<file path="src/rtl/dig_fxgen_pkg.sv">
// Shared types and helpers for the dig_fx_enable_gen clock-enable synthesizer.
package dig_fxgen_pkg;

    // Widest ratio the legality helper handles; channel ratios are zero-extended into it.
    localparam int RATIO_WIDTH_MAX = 16;

    typedef enum logic {
        IDLE  = 1'b0,
        APPLY = 1'b1
    } fsm_state_t;

    typedef logic [RATIO_WIDTH_MAX-1:0] ratio_t;

    function automatic logic ratio_legal(input ratio_t m, input ratio_t d);
        return (m != '0) && (d != '0) && (m <= d);
    endfunction

endpackage

</file>
<file path="src/rtl/dig_fxgen_channel.sv">
// One enable channel: phase accumulator, M/D registers, lock counter and,
// when DIG_FXGEN_CFX_EN is defined, a square-wave toggle flop.
module dig_fxgen_channel
    import dig_fxgen_pkg::*;
#(
    parameter int RATIO_WIDTH    = 6,
    parameter int CLKFX_MULTIPLY = 1,
    parameter int CLKFX_DIVIDE   = 2,
    parameter int LOCK_CYCLES    = 8
) (
    input  logic                   cin,
    input  logic                   rst,
    input  logic                   load,
    input  logic [RATIO_WIDTH-1:0] load_mul,
    input  logic [RATIO_WIDTH-1:0] load_div,
    output logic                   cout,
`ifdef DIG_FXGEN_CFX_EN
    output logic                   cfx,
`endif
    output logic                   locked
);

    localparam int CNT_W = $clog2(LOCK_CYCLES + 1);

    logic [RATIO_WIDTH:0]   acc;
    logic [RATIO_WIDTH:0]   sum;
    logic [RATIO_WIDTH-1:0] mul_q;
    logic [RATIO_WIDTH-1:0] div_q;
    logic [CNT_W-1:0]       lock_cnt;

    // acc < D and M <= D keep the sum below 2*D, so one extra bit is enough.
    always_comb begin
        sum = acc + {1'b0, mul_q};
    end

    always_ff @(posedge cin) begin
        if (rst) begin
            acc      <= '0;
            mul_q    <= RATIO_WIDTH'(CLKFX_MULTIPLY);
            div_q    <= RATIO_WIDTH'(CLKFX_DIVIDE);
            cout     <= 1'b0;
            lock_cnt <= CNT_W'(LOCK_CYCLES);
            locked   <= 1'b0;
        end else if (load) begin
            acc      <= '0;
            mul_q    <= load_mul;
            div_q    <= load_div;
            cout     <= 1'b0;
            lock_cnt <= CNT_W'(LOCK_CYCLES);
            locked   <= 1'b0;
        end else begin
            if (sum >= {1'b0, div_q}) begin
                acc  <= sum - {1'b0, div_q};
                cout <= 1'b1;
            end else begin
                acc  <= sum;
                cout <= 1'b0;
            end
            if (lock_cnt != '0) begin
                lock_cnt <= lock_cnt - 1'b1;
            end
            locked <= (lock_cnt == '0);
        end
    end

`ifdef DIG_FXGEN_CFX_EN
    always_ff @(posedge cin) begin
        if (rst || load) begin
            cfx <= 1'b0;
        end else begin
            cfx <= cfx ^ cout;
        end
    end
`endif

endmodule

</file>
<file path="src/rtl/dig_fx_enable_gen.sv">
// Multi-channel M/D clock-enable synthesizer with a valid/ready ratio reload port.
// Optional per-channel square-wave output enabled by DIG_FXGEN_CFX_EN.
module dig_fx_enable_gen
    import dig_fxgen_pkg::*;
#(
    parameter int CHANNELS       = 2,
    parameter int RATIO_WIDTH    = 6,
    parameter int CLKFX_MULTIPLY = 1,
    parameter int CLKFX_DIVIDE   = 2,
    parameter int LOCK_CYCLES    = 8
) (
    input  logic                   cin,
    input  logic                   rst,
    input  logic                   cfg_valid,
    output logic                   cfg_ready,
    input  logic [2:0]             cfg_ch,
    input  logic [RATIO_WIDTH-1:0] cfg_mul,
    input  logic [RATIO_WIDTH-1:0] cfg_div,
    output logic                   cfg_err,
    output logic [CHANNELS-1:0]    cout,
`ifdef DIG_FXGEN_CFX_EN
    output logic [CHANNELS-1:0]    cfx,
`endif
    output logic [CHANNELS-1:0]    locked
);

    // Handshake: a request transfers on a rising edge where cfg_valid && cfg_ready;
    // the payload is sampled on that edge only and ready then drops for the APPLY cycle.
    fsm_state_t             state;
    fsm_state_t             state_next;
    logic                   accept;
    logic                   apply_ok;
    logic                   ready_q;
    logic                   err_q;
    logic [2:0]             req_ch;
    logic [RATIO_WIDTH-1:0] req_mul;
    logic [RATIO_WIDTH-1:0] req_div;
    logic                   req_legal;
    logic [CHANNELS-1:0]    load;

    assign cfg_ready = ready_q;
    assign cfg_err   = err_q;
    assign req_legal = (32'(req_ch) < 32'(CHANNELS))
                    && ratio_legal(ratio_t'(req_mul), ratio_t'(req_div));

    always_comb begin
        state_next = state;
        accept     = 1'b0;
        apply_ok   = 1'b0;
        case (state)
            IDLE: begin
                if (cfg_valid && cfg_ready) begin
                    accept     = 1'b1;
                    state_next = APPLY;
                end
            end
            APPLY: begin
                apply_ok   = req_legal;
                state_next = IDLE;
            end
            default: state_next = IDLE;
        endcase
    end

    always_ff @(posedge cin) begin
        if (rst) begin
            state   <= IDLE;
            ready_q <= 1'b0;
            err_q   <= 1'b0;
            req_ch  <= '0;
            req_mul <= '0;
            req_div <= '0;
        end else begin
            state   <= state_next;
            ready_q <= (state_next == IDLE);
            err_q   <= (state == APPLY) && !apply_ok;
            if (accept) begin
                req_ch  <= cfg_ch;
                req_mul <= cfg_mul;
                req_div <= cfg_div;
            end
        end
    end

    for (genvar i = 0; i < CHANNELS; i++) begin : g_ch
        assign load[i] = apply_ok && (req_ch == 3'(i));

        dig_fxgen_channel #(
            .RATIO_WIDTH    (RATIO_WIDTH),
            .CLKFX_MULTIPLY (CLKFX_MULTIPLY),
            .CLKFX_DIVIDE   (CLKFX_DIVIDE),
            .LOCK_CYCLES    (LOCK_CYCLES)
        ) u_channel (
            .cin      (cin),
            .rst      (rst),
            .load     (load[i]),
            .load_mul (req_mul),
            .load_div (req_div),
            .cout     (cout[i]),
`ifdef DIG_FXGEN_CFX_EN
            .cfx      (cfx[i]),
`endif
            .locked   (locked[i])
        );
    end

endmodule
</file>
<file path="config.mk">
export PLATFORM = sky130hd
export DESIGN_NAME = dig_fx_enable_gen
export DESIGN_NICKNAME = d
export VERILOG_FILES = /design/src/rtl/dig_fxgen_pkg.sv /design/src/rtl/dig_fxgen_channel.sv /design/src/rtl/dig_fx_enable_gen.sv
export SDC_FILE = /design/constraint.sdc
export NUM_CORES = 1
export LEC_CHECK = 0
export BUFFER_PORTS_ARGS = -buffer_cell sky130_fd_sc_hd__buf_4
export CELL_PAD_IN_SITES_DETAIL_PLACEMENT = 2
export CELL_PAD_IN_SITES_GLOBAL_PLACEMENT = 2
export CORE_AREA = 2 2 83 117
export DETAILED_ROUTE_END_ITERATION = 6
export DIE_AREA = 0 0 85 119
export PLACE_DENSITY = 0.91
export SLEW_MARGIN = 5
export SYNTH_ARGS = -nofsm -noshare
export SYNTH_HDL_FRONTEND = slang
export SYNTH_SLANG_ARGS = --single-unit
export TNS_END_PERCENT = 10
</file>
<file path="constraint.sdc">
create_clock -name cin -period 5.4 [get_ports cin]
set_input_delay 1.08 -clock cin [delete_from_list [all_inputs] [get_ports cin]]
set_output_delay 1.08 -clock cin [all_outputs]
set_load 0.01 [all_outputs]
</file>
==> flow_summary_export.csv <==
group,metric,value,unit
sta,slew_headroom,0.226,
sta,worst_pin_slew,1.16,ns
route,ant_nets,0,
pwr,p_int,1350,uW
placement,dp_hpwl,8170,um
cts,cts_tree,"yes",
critical_path,crit_chain,"ha_1 -> inv_1 -> fa_1 -> xnor2_1 -> ha_1 -> o21a_1 -> o31a_1 -> o21a_1 -> o21ai_0 -> a21boi_0 -> a211oi_1",
placement,dp.cells,513,
grt,grtUsageTotal,0.241,
grt,overflow,0,
cells_and_area,nets,468,
route,vias,2952,
cells_and_area,area_growth,12.9,%
sta,fin_tns_setup,0,ns
critical_path,path_max_fanout,5,
pwr,p_sw_frac,0.392,
floorplan,die_h,119,um
logic_synthesis,ys_seq_area_frac,0.373,
logic_synthesis,synth_nets,448,
sta,skew,0.00436,ns
floorplan,io_pins,24,
logic_synthesis,yosysUniqueCellTypes,51,
pwr,clkPwrFrac,0.231,
route,wl_met2,6640,um
cells_and_area,antenna_cells,0,
cts,clkTransAtPathRegs,0.05,ns
critical_path,worst_setup_path_start_kind,"flop",
logic_synthesis,synth_top_area_share,0.373,
cts,cts_buffers,9,
cts,clockBufferDepth,2,
route,via_per_inst,5.62,
critical_path,cp_top_family,"compound AO/OA/AOI/OAI gates",
pwr,pwr_density_cell,538,nW/um^2
sta,period_needed,3.42,ns
route,routed_wl,11400,um
placement,port_buffers,23,
min_path,hold_path.class,"reg2reg",
logic_synthesis,synth_edf_count,0,
pwr,power_leakage,0.00169,uW
floorplan,die-area,10100,um^2
critical_path,end_kind,"flop",
critical_path,critPathKind,"reg2reg",
route,route.met3.wl,213,um
route,wire_per_inst,21.8,um
grt,grt_first_pass_wirelength,18700,um
logic_synthesis,synthCells,394,
route,met1Wirelength,4120,um
logic_synthesis,async_flop_share,0,
logic_synthesis,synthFlopType,"dfxtp_1",
sta,rsz0062_at_grt,"no",
critical_path,required,5.64,ns
route,highest_layer,"met4",
grt,grt_pass1_vias,3452,
critical_path,rr_startpoint,"g_ch[0].u_channel.mul_q[0]",
placement,place_ws,2.14,ns
cts,cts_resized,0,
logic_synthesis,synth_top_cell_by_area,"dfxtp_1",
critical_path,crit_slowest_cell,"o21ai_0",
min_path,hold_start,"g_ch[1].u_channel.mul_q[0]",
sta,finalMaxSlewViolations,0,
grt,grt_antenna_before_repair,0,
pwr,switchingPower,868,uW
cells_and_area,final_cells,525,
pwr,power,2220,uW
job,cap_violations,0,
sta,hold_viol,0,
sta,fin_ws,1.98,ns
route,drt_first_iter_violations,65,
cts,postCtsSetupBuffers,0,
cts,cts.sinks,68,
logic_synthesis,synth_area_leaders,"dfxtp_1 (37%), ha_1 (11%), mux2i_1 (7.4%), nor2_1 (5.1%), inv_1 (3.9%)",
cts,clock-root-buffer,"clkbuf_16",
placement,gp_congestion,0.812,
floorplan,die_width,85,um
pwr,ir_drop,0.356,mV
floorplan,start_util,0.397,
outcome,status,"finished, final reports clean",
pwr,combPwrFrac,0.475,
sta,fmax,293,MHz
pwr,pwr-share-seq,0.295,
sta,finalSetupViolCount,0,
cells_and_area,drive_above_1_share,0.108,
route,drc_errors,0,
cts,ctsHoldBuffers,0,
cts,htreeDepth,3,
critical_path,cpPeakStageDelay,0.53,ns
cells_and_area,post-route-util,0.448,
logic_synthesis,synth_warnings,0,
grt,grt_max_degree,26,
logic_synthesis,post_synth.cell_area_avg,9.26,um^2
cts,clock_latency,0.32,ns
floorplan,core,9200,um^2
critical_path,crit_buf_inv,1,
logic_synthesis,ys_ff_latch,68,
route,drtPass1Iterations,4,
sta,period_share,0.633,
critical_path,worstPathArrival,3.66,ns
floorplan,rows,42,
logic_synthesis,synthesis.area,3650,um^2
critical_path,startpoint,"g_ch[0].u_channel.mul_q[0]",
cells_and_area,num-fill-cells,985,
-- cell usage in the layout (no fill, tap or decap), types with 7 or more instances in the layout --
cell type | netlist | final
xnor2_1 | 13 | 13
nor2_1 | 50 | 50
buf_4 | 5 | 24
mux2i_1 | 27 | 27
nand2_1 | 14 | 14
clkbuf_16 | 0 | 9
a211oi_1 | 7 | 7
a22o_1 | 15 | 15
nor2b_1 | 7 | 7
ha_1 | 32 | 32
o21ai_0 | 11 | 11
a21oi_1 | 19 | 19
dfxtp_1 | 68 | 68
inv_1 | 38 | 38
nand2b_1 | 7 | 7
-- kinds of logic after synthesis --
kind of cell               count (synthesis)  share of synthesized area
buffers and inverters                     53                     0.0662
adders and majority gates                 36                      0.132
DFF                                       68                      0.373
xor gates and xnor gates                  14                     0.0336
muxes                                     28                     0.0772
and+or+nand+nor                          112                      0.154
AOI/OAI and AO/OA                         83                      0.164
-- final timing paths --
kind | cells past startpoint | slack [ns] | end
max | 11 | 1.98 | g_ch[0].u_channel.acc[0]
min reg2reg | 2 | 0.51 | g_ch[1].u_channel.mul_q[0]
max reg2reg | 11 | 1.98 | g_ch[0].u_channel.acc[0]
min | 2 | 0.51 | g_ch[1].u_channel.mul_q[0]
-- flip-flops by register name, indices dropped and copies added, names as in the netlist --
signal,flops
req_div,6
req_mul,6
state,1
g_ch.u_channel.cout,2
g_ch.u_channel.locked,2
g_ch.u_channel.lock_cnt,8
cfg_ready,1
g_ch.u_channel.mul_q,12
g_ch.u_channel.acc,14
g_ch.u_channel.div_q,12
req_ch,3
cfg_err,1
-- layout make-up --
cell class / count / area [um^2] / area share
Multi-Input combinational cell: 273 / 2050 / 0.498
Inverter: 38 / 143 / 0.0346
Tap cell: 110 / 138 / 0.0334
Timing Repair Buffer: 24 / 180 / 0.0438
Sequential cell: 68 / 1360 / 0.331
Clock buffer: 12 / 246 / 0.0599
-- tightest hold or removal path, cell delays in order (launching register included) --
cell and delay [ns]:
dfxtp_1 0.34, mux2i_1 0.08, nand2_1 0.06
-- routing by layer --
metal	up-vias	GRT usage
li1	1405	-
met1	1461	0.240
met2	53	0.475
met3	33	0.0360
met4	0	0.107
met5	-	0
-- power groups by stage --
stage               combinational [uW]  clock [uW]  sequential [uW]
floorplan                          775           0              638
global placement                   939           0              657
detailed placement                1020           0              661
CTS                               1060         520              653
global route                      1170         541              662
finish                            1050         511              653
-- synthesized netlist by cell type (2+ instances only) --
| cell type | count |
|---|---|
| ha_1 | 32 |
| a22o_1 | 15 |
| fa_1 | 4 |
| or3_1 | 2 |
| nor2_1 | 50 |
| o21ai_0 | 11 |
| xnor2_1 | 13 |
| nor4_1 | 3 |
| nand4_1 | 2 |
| nor2b_1 | 7 |
| or2_2 | 2 |
| nand2b_1 | 7 |
| a21oi_1 | 19 |
| buf_2 | 2 |
| o31a_1 | 4 |
| mux2i_1 | 27 |
| buf_4 | 5 |
| a211oi_1 | 7 |
| nor3_1 | 6 |
| buf_6 | 2 |
| nand3_1 | 6 |
| a211o_1 | 2 |
| dfxtp_1 | 68 |
| or3b_2 | 2 |
| clkbuf_1 | 5 |
| nand3b_1 | 4 |
| inv_1 | 38 |
| a31oi_1 | 2 |
| nand2_1 | 14 |
| o211ai_1 | 3 |
| o21a_1 | 6 |
| nor3b_1 | 2 |
| a21o_1 | 4 |
-- per-stage QoR --
step	hold slack (ns)	instance area [um^2]
after CTS	0.515	4120
after detailed placement	0.473	3870
after floorplan	0.448	3650
after global routing	0.538	4120
final	0.510	4120
after global placement	0.463	3870
(Power assumes the default switching activity.)
